File: src/rtl/puf_pkg.sv
// Shared FSM state type, LFSR constants and small helpers for the PUF challenger/verifier.
package puf_pkg;

    typedef enum logic [2:0] {
        IDLE,
        CLEAR,
        MEASURE,
        SAMPLE,
        NEXT,
        FINISH
    } state_t;

    localparam logic [7:0] LFSR_TAPS    = 8'hB8;
    localparam logic [7:0] DEFAULT_SEED = 8'hA5;

    // Fibonacci step, shift left, feedback is the parity of the tapped bits.
    function automatic logic [7:0] lfsr_step(input logic [7:0] v);
        return {v[6:0], ^(v & LFSR_TAPS)};
    endfunction

    // A challenge pair that compares an oscillator with itself carries no information.
    function automatic logic pair_invalid(input logic [7:0] v);
        return v[3:0] == v[7:4];
    endfunction

endpackage

File: src/rtl/puf_lfsr8.sv
// 8-bit Fibonacci LFSR that generates PUF challenge pairs; load has priority over step.
module puf_lfsr8
    import puf_pkg::*;
(
    input  logic       clk,
    input  logic       reset,
    input  logic       load,
    input  logic [7:0] load_val,
    input  logic       step,
    output logic [7:0] q
);

    // Reset to a nonzero value so the register can never sit in the lock-up state.
    always_ff @(posedge clk) begin
        if (reset) begin
            q <= DEFAULT_SEED;
        end else if (load) begin
            q <= load_val;
        end else if (step) begin
            q <= lfsr_step(q);
        end
    end

endmodule

File: src/rtl/puf_auth_ctrl.sv
// Challenger/verifier for the 4-bit RO PUF: enrolls a CRP table, then authenticates
// by replaying the same challenges and thresholding the accumulated Hamming distance.
module puf_auth_ctrl
    import puf_pkg::*;
#(
    parameter int  MEAS_CYCLES   = 16,
    parameter int  SETTLE_CYCLES = 4,
    parameter int  NUM_CRP       = 8,
    parameter int  MAX_HD        = 4,
    localparam int HDW           = $clog2(4 * NUM_CRP + 1)
) (
    input  logic           clk,
    input  logic           reset,
    input  logic           start,
    input  logic           mode,
    input  logic [7:0]     seed,
    output logic           puf_reset,
    output logic [3:0]     Cha0,
    output logic [3:0]     Cha1,
    output logic           Enable,
    input  logic [3:0]     Response,
    output logic           busy,
    output logic           done,
    output logic           pass,
    output logic           error,
    output logic           enrolled,
    output logic [HDW-1:0] hd_total,
    output state_t         dbg_state
);

    localparam int CMAX = (MEAS_CYCLES > SETTLE_CYCLES) ? MEAS_CYCLES : SETTLE_CYCLES;
    localparam int CW   = $clog2(CMAX + 1);
    localparam int IW   = $clog2(NUM_CRP);

    state_t         state, state_nxt;
    logic [CW-1:0]  cnt;
    logic [IW-1:0]  idx;
    logic           mode_q;
    logic [7:0]     enr_seed;
    logic [7:0]     seed_eff;
    logic [7:0]     load_val;
    logic [7:0]     lfsr_q;
    logic [7:0]     lfsr_nxt;
    logic           lfsr_load;
    logic           lfsr_step_en;
    logic           in_window;
    logic [3:0]     crp_table [NUM_CRP];

    puf_lfsr8 u_lfsr (
        .clk      (clk),
        .reset    (reset),
        .load     (lfsr_load),
        .load_val (load_val),
        .step     (lfsr_step_en),
        .q        (lfsr_q)
    );

    assign seed_eff  = (seed == 8'h00) ? DEFAULT_SEED : seed;
    assign busy      = (state != IDLE) && (state != FINISH);
    assign done      = (state == FINISH);
    assign dbg_state = state;

    always_comb begin
        state_nxt    = state;
        lfsr_load    = 1'b0;
        lfsr_step_en = 1'b0;
        load_val     = mode ? enr_seed : seed_eff;
        case (state)
            IDLE: begin
                if (start) begin
                    if (mode && !enrolled) begin
                        state_nxt = FINISH;
                    end else begin
                        lfsr_load = 1'b1;
                        state_nxt = pair_invalid(load_val) ? NEXT : CLEAR;
                    end
                end
            end
            CLEAR:   if (cnt == CW'(SETTLE_CYCLES - 1)) state_nxt = MEASURE;
            MEASURE: if (cnt == CW'(MEAS_CYCLES - 1)) state_nxt = SAMPLE;
            SAMPLE:  state_nxt = NEXT;
            NEXT: begin
                // An invalid current pair means this NEXT is a skip, not a completed CRP.
                lfsr_step_en = 1'b1;
                if (!pair_invalid(lfsr_q) && idx == IW'(NUM_CRP - 1)) begin
                    state_nxt = FINISH;
                end else begin
                    state_nxt = pair_invalid(lfsr_step(lfsr_q)) ? NEXT : CLEAR;
                end
            end
            FINISH:  state_nxt = IDLE;
            default: state_nxt = IDLE;
        endcase
    end

    // Challenge outputs are registered from the value the LFSR holds next cycle.
    assign lfsr_nxt  = lfsr_load ? load_val : (lfsr_step_en ? lfsr_step(lfsr_q) : lfsr_q);
    assign in_window = (state_nxt == CLEAR) || (state_nxt == MEASURE) || (state_nxt == SAMPLE);

    always_ff @(posedge clk) begin
        if (reset) begin
            state     <= IDLE;
            cnt       <= '0;
            idx       <= '0;
            mode_q    <= 1'b0;
            enr_seed  <= 8'h00;
            hd_total  <= '0;
            pass      <= 1'b0;
            error     <= 1'b0;
            enrolled  <= 1'b0;
            Cha0      <= 4'h0;
            Cha1      <= 4'h0;
            puf_reset <= 1'b0;
            Enable    <= 1'b0;
        end else begin
            state     <= state_nxt;
            Cha0      <= in_window ? lfsr_nxt[3:0] : 4'h0;
            Cha1      <= in_window ? lfsr_nxt[7:4] : 4'h0;
            puf_reset <= (state_nxt == CLEAR);
            Enable    <= (state_nxt == MEASURE);
            cnt       <= ((state == CLEAR || state == MEASURE) && state_nxt == state) ?
                         cnt + 1'b1 : '0;
            case (state)
                IDLE: begin
                    if (start) begin
                        mode_q   <= mode;
                        idx      <= '0;
                        hd_total <= '0;
                        pass     <= 1'b0;
                        error    <= 1'b0;
                        if (!mode) begin
                            enr_seed <= seed_eff;
                            enrolled <= 1'b0;
                        end else if (!enrolled) begin
                            error <= 1'b1;
                        end
                    end
                end
                SAMPLE: begin
                    if (mode_q) begin
                        hd_total <= hd_total + HDW'($countones(Response ^ crp_table[idx]));
                    end
                end
                NEXT: begin
                    if (!pair_invalid(lfsr_q)) idx <= idx + 1'b1;
                    if (state_nxt == FINISH) begin
                        if (mode_q) pass     <= (hd_total <= HDW'(MAX_HD));
                        else        enrolled <= 1'b1;
                    end
                end
                default: ;
            endcase
        end
    end

    // The table is only trusted while enrolled is set, so it needs no reset.
    always_ff @(posedge clk) begin
        if (state == SAMPLE && !mode_q) crp_table[idx] <= Response;
    end

endmodule

File: config.mk
export PLATFORM = sky130hd
export DESIGN_NAME = puf_auth_ctrl
export DESIGN_NICKNAME = d
export VERILOG_FILES = /design/src/rtl/puf_pkg.sv /design/src/rtl/puf_lfsr8.sv /design/src/rtl/puf_auth_ctrl.sv
export SDC_FILE = /design/constraint.sdc
export NUM_CORES = 1
export LEC_CHECK = 0
export CAP_MARGIN = 0
export CORE_ASPECT_RATIO = 0.7
export CORE_MARGIN = 3
export CORE_UTILIZATION = 51
export DETAILED_ROUTE_END_ITERATION = 10
export MAX_ROUTING_LAYER = met4
export PLACE_DENSITY = 0.85
export RECOVER_POWER = 25
export SLEW_MARGIN = 15
export SYNTH_ARGS = -nofsm -noshare
export SYNTH_HDL_FRONTEND = slang
export SYNTH_SLANG_ARGS = --single-unit
File: constraint.sdc
create_clock -name clk -period 3.5 [get_ports clk]
set_input_delay 1.05 -clock clk [delete_from_list [all_inputs] [get_ports clk]]
set_output_delay 1.05 -clock clk [all_outputs]
set_load 0.01 [all_outputs]
**Word-level counts from Yosys, hierarchy flattened**

Memory sizes are Yosys's and may differ from the RTL's. A register that Yosys moved wholly into a read port is not among the register bits.
Cells that the tools add are included.

- Bits of input ports: 16
- Output and inout bits: 24
- Flip-flop bits (word level): 47
- Logic and storage cells: 110
- Memory bits (writable): 32
- Memories kept: 1

Memory list:

| name | depth | bits a word | rd ports | clocked after memory_dff | write ports | line | source |
|---|---|---|---|---|---|---|---|
| crp_table | 8 | 4 | 1 | 1 | 1 | puf_auth_ctrl.sv:47 | `logic [3:0] crp_table [NUM_CRP];` |

- Bitwise logic cells: 3
- Muxes and demuxes: 37
- Add/sub/neg operators: 6
- Order comparisons: 1
- Reduce and logical (&&, ||, !) cells: 24
- Eq/ne operators: 24

Operator list:

| cell | count |
|---|---|
| $mux W3 | 11 |
| $mux W8 | 4 |
| $mux W1 | 15 |
| $pmux W3 S5 | 1 |
| $ne A2 B2 Y1 const B | 7 |
| $eq A3 B2 Y1 const B | 4 |
| $eq A3 B3 Y1 const B | 4 |
| $eq A4 B4 Y1 | 3 |
| $mux W6 | 2 |
| $pmux W6 S2 | 1 |
| $logic_not A8 Y1 | 1 |
| $reduce_xor A8 Y1 | 1 |
| $add A6 B3 Y6 | 1 |
| $eq A3 B1 Y1 const B | 2 |
| $le A6 B3 Y1 const B | 1 |
| $pmux W3 S2 | 1 |
| $reduce_and A3 Y1 | 2 |
| $add A5 B1 Y5 const B | 1 |
| $eq A5 B2 Y1 const B | 1 |
| $eq A5 B4 Y1 const B | 1 |
| $logic_and A1 B1 Y1 | 5 |
| $reduce_and A5 Y1 | 1 |
| $add A1 B1 Y2 | 2 |
| $pmux W1 S2 | 2 |
| 14 further kinds | 21 |

**Depth between registers and ports, before layout**

Gate-level depths: netlist (run 1).

- Word-level depth: 13
- Gate-level depth with buffers: 11

**By module**

Synthesis (run 1) repeated with hierarchy kept, for this count alone.

- Cells, all modules: 370
- Area total of the unflattened synthesis: 4,021.4 µm²

Modules (own cells, without submodules):

| module | sequential area each (µm²) | cells each | instances | area an instance (µm²) |
|---|---|---|---|---|
| puf_auth_ctrl | 1,801.7 | 331 | 1 | 3,590.9 |
| puf_lfsr8 | 160.2 | 39 | 1 | 430.4 |

**Worst setup path before layout (run 1)**

No wires, ideal clock.

- Path type: register to register
- From: reg (tool-made name)
- To: reg hd_total[5]
- Buffers on the path: 1
- Cell stages (with the launch flop): 12
- Clock period less this slack: 3.361 ns
- Setup time: 0.070 ns
- Path slack: 0.139 ns
- Arrival time: 3.291 ns
- Path through: dfxtp_1 clkbuf_1 mux4_2 mux2i_1 xor2_1 fa_1 fa_1 inv_1 a21o_1 o211ai_1 or3_1 a21oi_1

RTL lines:

| what | line | source |
|---|---|---|
| to (signal assigned) | puf_auth_ctrl.sv:141 | `hd_total <= hd_total + HDW'($countones(Response ^ crp_table[idx]));` |
| to (decl) | puf_auth_ctrl.sv:27 | `output logic [HDW-1:0] hd_total,` |

**Worst setup path after layout (run 1)**

- From: in Response[2]
- To: reg hd_total[5]

- Word-level cells in the longest chain between the ends: 6

Ends and longest elaborated chain:

| what | line | source |
|---|---|---|
| from (decl) | puf_auth_ctrl.sv:21 | `input logic [3:0] Response,` |
| $xor A4 B4 Y4 | puf_auth_ctrl.sv:141 |  |
| $add A1 B1 Y2 (implied by the code) | puf_auth_ctrl.sv:141 |  |
| $add A2 B2 Y3 (implied by the code) | puf_auth_ctrl.sv:141 |  |
| $add A6 B3 Y6 | puf_auth_ctrl.sv:141 |  |
| $mux W6 | puf_auth_ctrl.sv:140 | `if (mode_q) begin` |
| $pmux W6 S2 | puf_auth_ctrl.sv:123 | `case (state)` |

No other way between the ends. The select of a mux whose other input is x is not followed.
A chain may end at the register's enable or synchronous reset.

==> key figures, run 1 <==
Run status
  – Status: complete, no violations

Pwr
  – Comb pwr share: 17.0%
  – Clock share of power: 32.7%
  – Total power: 2.14 mW
  – Pwr dens: 470 nW/um^2
  – Peak supply drop: 257 uV
  – Leakage: 1.65 nW
  – Register share of total power: 50.3%
  – Internal: 1.56 mW
  – Switching share of power: 26.8%
  – Switching Power: 0.574 mW

Synth
  – Syn nets: 361
  – Ranking of synthesized cells by area: dfxtp_1, edfxtp_1, nor2_1
  – Mux cell area share after synthesis: 11.5%
  – Syn Inst Count: 337
  – Post-Syn Area: 3770 um^2
  – Adder-cell share of the synthesized area: 3.25%
  – Yosys top cell area share: 26.6%
  – EDFF count, synth: 32
  – Cell taking the most area after synthesis: dfxtp_1
  – Ys Warns: 0
  – Post-synth top flop: dfxtp_1
  – Mean Syn Cell Area: 11.2 um^2
  – Ys async rst share: 0%
  – Compound-Gate Fraction of Synth Area: 7.97%
  – Yosys reg bits: 82
  – Sequential area share after synthesis: 52.1%
  – Simple-Gate Fraction of Synth Area: 17.1%
  – Largest family of logic cells by synthesized area: simple AND/OR/NAND/NOR gates
  – Yosys cell types: 54
  – Synth Area in XOR/XNOR: 5.25%

Timing
  – Clock skew: 0.00994 ns
  – Final slew viol count: 0
  – Post-Route Setup TNS: 0 ns
  – Worst Tran Pin Value: 0.736 ns
  – RSZ-0062 raised after global routing: no
  – # setup viols final: 0
  – Hold_ws: 0.455 ns
  – Minimum clock period: 3.31 ns
  – Max frequency: 0.302 GHz
  – Tcrit/Tclk final: 94.6%
  – Final hold vios: 0
  – Slew HR: 50.6%
  – Final worst slack: 0.189 ns

Critical path
  – Reg2Reg Depth: 10
  – Crit Path Class: input port to flip-flop
  – Reg2reg end: hd_total[5]
  – R2R Setup Slk: 0.26 ns
  – Crit. End Element: flip-flop
  – Worst-path maximum fanout: 2
  – Arrival @ worst endpoint: 3.59 ns
  – CP startpoint kind: input port
  – Req. time, crit path: 3.78 ns

Clock tree
  – Clk slew on worst S/H paths: 0.08 ns
  – Clock Path Buffers: 2
  – Post-CTS setup repair buffer count: 0
  – Total CTS buffers: 9
  – Clock latency on the worst-skew pair: 0.35 ns
  – Sink Count: 82
  – Clock root cell: clkbuf_8
  – TritonCTS clock tree: built
  – # H-tree levels: 3
  – Post-CTS Hold Buffers: 0
  – Resized cells post-CTS: 0

Placement
  – Gpl congestion: 0.966
  – Placed Area: 4360 um^2
  – Placed instance count: 477
  – Pre-CTS WS: -0.0894 ns
  – Port-buffer cells: 39
  – Post-DP HPWL: 5980 um

Detailed routing
  – DRC viols: 0
  – First DRT Iteration DRCs: 234
  – Vias per cell: 5.60
  – WL per Instance: 16.9 um
  – Total wire length: 8310 um
  – DRT antenna net count: 0
  – First-pass iteration count of the detailed router: 5
  – Via count: 2760

Floorplan
  – Ports: 40
  – DIE HEIGHT: 77.9 um
  – Initial Util: 54.3%
  – FP Rows: 25
  – Die Area: 8470 um^2
  – Core Area: 6940 um^2
  – Die X: 109 um

Final layout
  – Fraction of final layout cells sized beyond drive strength 1: 16.3%
  – Fin util: 65.5%
  – Nets: 418
  – Count of non-filler cells in the finished layout: 493
  – Area growth syn-to-layout: 20.7%
  – # diodes: 0
  – Post-route cell area: 4550 um^2

Hold path
  – Hold Crit Endpoint: cnt[0]
  – HP Class: flip-flop to flip-flop
  – Hold Path Origin: cnt[0]
  – Worst Hold Path Cells: 1

Global route
  – Overflow after GRT: 0
  – First-pass GRT wire length: 14000 um
  – Vias in the first global route: 2754
  – Met3 Use GR: 5.24%
  – Met2 GRT Util: 31.0%
  – Total global-route track usage: 22.2%
  – Largest net degree at the start of global routing: 19
  – Antenna violations before repair: 0
  – Grt met1 use: 31.3%
  – Gr busiest metal: met1

Flow run
  – Max-Cap Viols: 0
==> worst max-delay path by stage <==
stage                     start     endpoint  slack [ns]  depth (start not counted)
floorplan             flip-flop  hd_total[5]        0.14                         11
global placement    Response[0]  hd_total[5]       -0.02                          9
detailed placement  Response[0]  hd_total[5]       -0.09                          9
CTS                   flip-flop  hd_total[5]        0.15                         10
global route        Response[2]  hd_total[5]        0.07                          9
finish              Response[2]  hd_total[5]        0.19                          9
==> power by group through the flow <==
stage               registers [mW]  clock network [mW]  logic (mW)
floorplan                     1.09                   0       0.227
global placement              1.09                   0       0.350
detailed placement            1.09                   0       0.360
CTS                           1.07               0.713       0.363
global route                  1.08               0.747       0.399
finish                        1.08               0.700       0.363
==> synthesized netlist by cell type (all sizes together) (4+ instances only) <==
cell and instances:
a211oi 4, a21oi 15, buf 7, clkbuf 8, dfxtp 50, edfxtp 32, ha 5, inv 6
mux2 11, mux2i 13, mux4 8, nand2 21, nand2b 11, nand3 7, nand4 4, nor2 54
nor3 10, nor4 8, o21ai 8, xnor2 9, xor2 11
==> registers in the layout (all words and copies together) (netlist names), 3 cells and up, named ones only <==
register,cells
hd_total,6
cnt,5
dbg_state,3
crp_table,32
Cha0,4
u_lfsr.q,8
idx,3
Cha1,4
enr_seed,8
==> routing by layer <==
metal / part of all wire, % / vias up / routed length [um]
met3: 8.0 / 20 / 661
met1: 46 / 1287 / 3840
li1: - / 1323 / -
met2: 44 / 130 / 3630
met4: 2.2 / 0 / 187
met5: 0 / - / 0
==> cell usage in the layout (no fill, tap or decap), types with 5 or more instances in the layout <==
master / n
nor2_1: 53
dfxtp_1: 49
clkdlybuf4s50_1: 36
edfxtp_1: 32
nand2_1: 21
buf_4: 18
a21oi_1: 14
mux2i_1: 13
nand2b_1: 11
mux2_2: 11
xor2_1: 10
nor3_1: 10
clkbuf_8: 10
mux4_2: 8
o21ai_0: 8
nand3_1: 7
xnor2_1: 7
nor4_1: 7
inv_1: 6
ha_1: 5
==> critical path, cell delays in order <==
cell	delay [ns]
dlygate4sd3_1	0.57
xor2_1	0.19
fa_1	0.46
fa_1	0.44
inv_1	0.10
a21o_1	0.13
o211ai_1	0.10
or3_1	0.36
a21oi_1	0.17
==> logic make-up after synthesis <==
kind of cell | after synthesis
xor gates and xnor gates | 20
buffers and inverters | 21
muxes | 32
adders and majority gates | 8
and+or+nand+nor | 131
AOI/OAI and AO/OA | 43
DFF | 82
==> cell type report <==
type,instances,area (um^2)
fill,537,2400
sequential,82,1960
multi-input combinational,234,1700
timing repair buffer,61,541
clock buffer,11,143
tap,94,118
clock inverter,5,62.6
inverter,6,22.5
Power figures use the tool's default switching activity.
==> inputs of run 2 (changes only) <==
- CELL_PAD_IN_SITES_DETAIL_PLACEMENT: unset -> 2
- CELL_PAD_IN_SITES_GLOBAL_PLACEMENT: unset -> 2
- CORE_UTILIZATION: 51 -> 34
- GPL_TIMING_DRIVEN: unset -> 0
==> run 2 against run 1 <==
Hold slack is essentially flat. Global-route usage shrank 3.0 points. Clock power grew 24%. First-iteration DRC count is 40% lower. Design area increased by 1.5%. Highest routed layer unchanged.
==> key figures, run 2 (synthesis gave the netlist of run 1 again) <==
Critical path
  – Reg2reg end: hd_total[5]
  – Worst path bufs/invs: 1
  – CP peak stage delay: 0.58 ns
  – Critical path, cell by cell: clkdlybuf4s50_1 > nor4_1 > a21oi_1 > xnor2_2 > a41oi_2 > a311oi_4 > nor2_1
  – CP startpoint kind: input port
  – Arrival @ worst endpoint: 3.54 ns
  – Crit Path Class: input port to flip-flop
  – Top delay family on crit path: compound AO/OA/AOI/OAI gates
  – Reg2Reg Depth: 10
  – Worst path slowest cell: nor4_1
  – Worst-path maximum fanout: 8
  – Req. time, crit path: 3.70 ns
  – Crit. End Element: flip-flop
  – R2R Setup Slk: 0.27 ns

Pwr
  – Leakage: 1.62 nW
  – Peak supply drop: 221 uV
  – Total power: 2.32 mW
  – Pwr dens: 502 nW/um^2

Timing
  – Clock skew: 0.0111 ns
  – Hold_ws: 0.455 ns
  – Slew HR: 40.2%
  – # setup viols final: 0
  – Max frequency: 0.300 GHz
  – Final hold vios: 0
  – Final slew viol count: 0
  – Minimum clock period: 3.34 ns
  – RSZ-0062 raised after global routing: no
  – Tcrit/Tclk final: 95.3%
  – Worst Tran Pin Value: 0.891 ns

Placement
  – Port-buffer cells: 38
  – Post-DP HPWL: 8480 um
  – Gpl congestion: 0.858

Detailed routing
  – WL per Instance: 20.5 um
  – Vias per cell: 5.24
  – Total wire length: 11000 um
  – DRT antenna net count: 0
  – First-pass iteration count of the detailed router: 4
  – First DRT Iteration DRCs: 141
  – DRC viols: 0
  – Via count: 2826

Flow run
  – Max-Cap Viols: 0

Final layout
  – # diodes: 0
  – Fraction of final layout cells sized beyond drive strength 1: 14.1%
  – Biggest regs: crp_table x32, enr_seed x8, u_lfsr.q x8
  – Area growth syn-to-layout: 22.6%
  – Max reg flops: 32
  – Biggest register: crp_table
  – Commonest non-fill, non-tap cell in the layout: nor2_1
  – Most frequent cells in the layout: nor2_1, dfxtp_1, clkdlybuf4s50_1
  – Nets: 410

Floorplan
  – FP Rows: 31
  – Core Area: 10600 um^2
  – DIE HEIGHT: 94.1 um
  – Die X: 132 um
  – Ports: 40
  – Initial Util: 35.6%
  – Die Area: 12400 um^2

Clock tree
  – Clk slew on worst S/H paths: 0.06 ns
  – TritonCTS clock tree: built
  – Total CTS buffers: 9
  – Post-CTS Hold Buffers: 0
  – Sink Count: 82
  – Clock latency on the worst-skew pair: 0.34 ns
  – # H-tree levels: 3
  – Clock Path Buffers: 2
  – Clock root cell: clkbuf_16

Global route
  – Overflow after GRT: 0
  – Antenna violations before repair: 0
  – Vias in the first global route: 3205
  – Largest net degree at the start of global routing: 15
  – First-pass GRT wire length: 17800 um
  – Total global-route track usage: 19.3%

Hold path
  – Hold Crit Endpoint: cnt[0]
  – HP Class: flip-flop to flip-flop
  – Worst Hold Path Cells: 1
  – Hold Path Origin: cnt[0]

Run status
  – Status: complete, no violations
run 2: how the worst max path moves through the flow:
stage	startpoint	to	slack, ns	cells past startpoint
final	seed[4]	Cha1[0]	0.16	7
after global routing	seed[4]	Cha1[0]	0.005	7
after CTS	flip-flop	hd_total[5]	0.01	11
after detailed placement	Response[2]	hd_total[5]	-0.40	9
after global placement	Response[2]	hd_total[5]	-0.27	9
after floorplan	flip-flop	hd_total[5]	0.14	11
run 2: where the power goes:
group	leakage, nW	total [mW]	switching (mW)	internal [mW]
Combinational	0.804	0.379	0.216	0.163
Sequential	0.697	1.07	0.0377	1.03
Clock	0.123	0.869	0.384	0.484
Total	1.62	2.32	0.638	1.68
run 2: cell type report:
type	count	area (um^2)
timing repair buffer	40	393
multi-input combinational	234	1710
fill	1095	5970
tap	148	185
buffer	13	75.1
clock buffer	11	233
inverter	6	22.5
clock inverter	5	37.5
sequential	82	1970
run 2: per-layer routing:
metal	GRT usage (%)	up-vias	share of wire (%)
met5	-	-	0
met4	5.24	0	0.92
met3	3.69	10	2.6
met2	32.2	47	49
met1	24.3	1459	47
li1	-	1310	-
run 2: per-stage QoR:
step                utilization (%)  cell area, um^2  setup WS, ns  instances  TNS, ns
floorplan                         -             3770         0.139        337        0
global placement               40.9             4330        -0.274        523   -0.471
detailed placement             40.9             4330        -0.397        523    -1.88
CTS                            43.4             4600        0.0138        538        0
global route                   43.6             4620       0.00542        539        0
finish                         43.6             4620         0.163        539        0
run 2: repair_timing:
action | CTS | global route
gates resized for setup | 3 | 3
endpoints found under the setup margin | 5 | 4
buffers inserted | 0 | 2
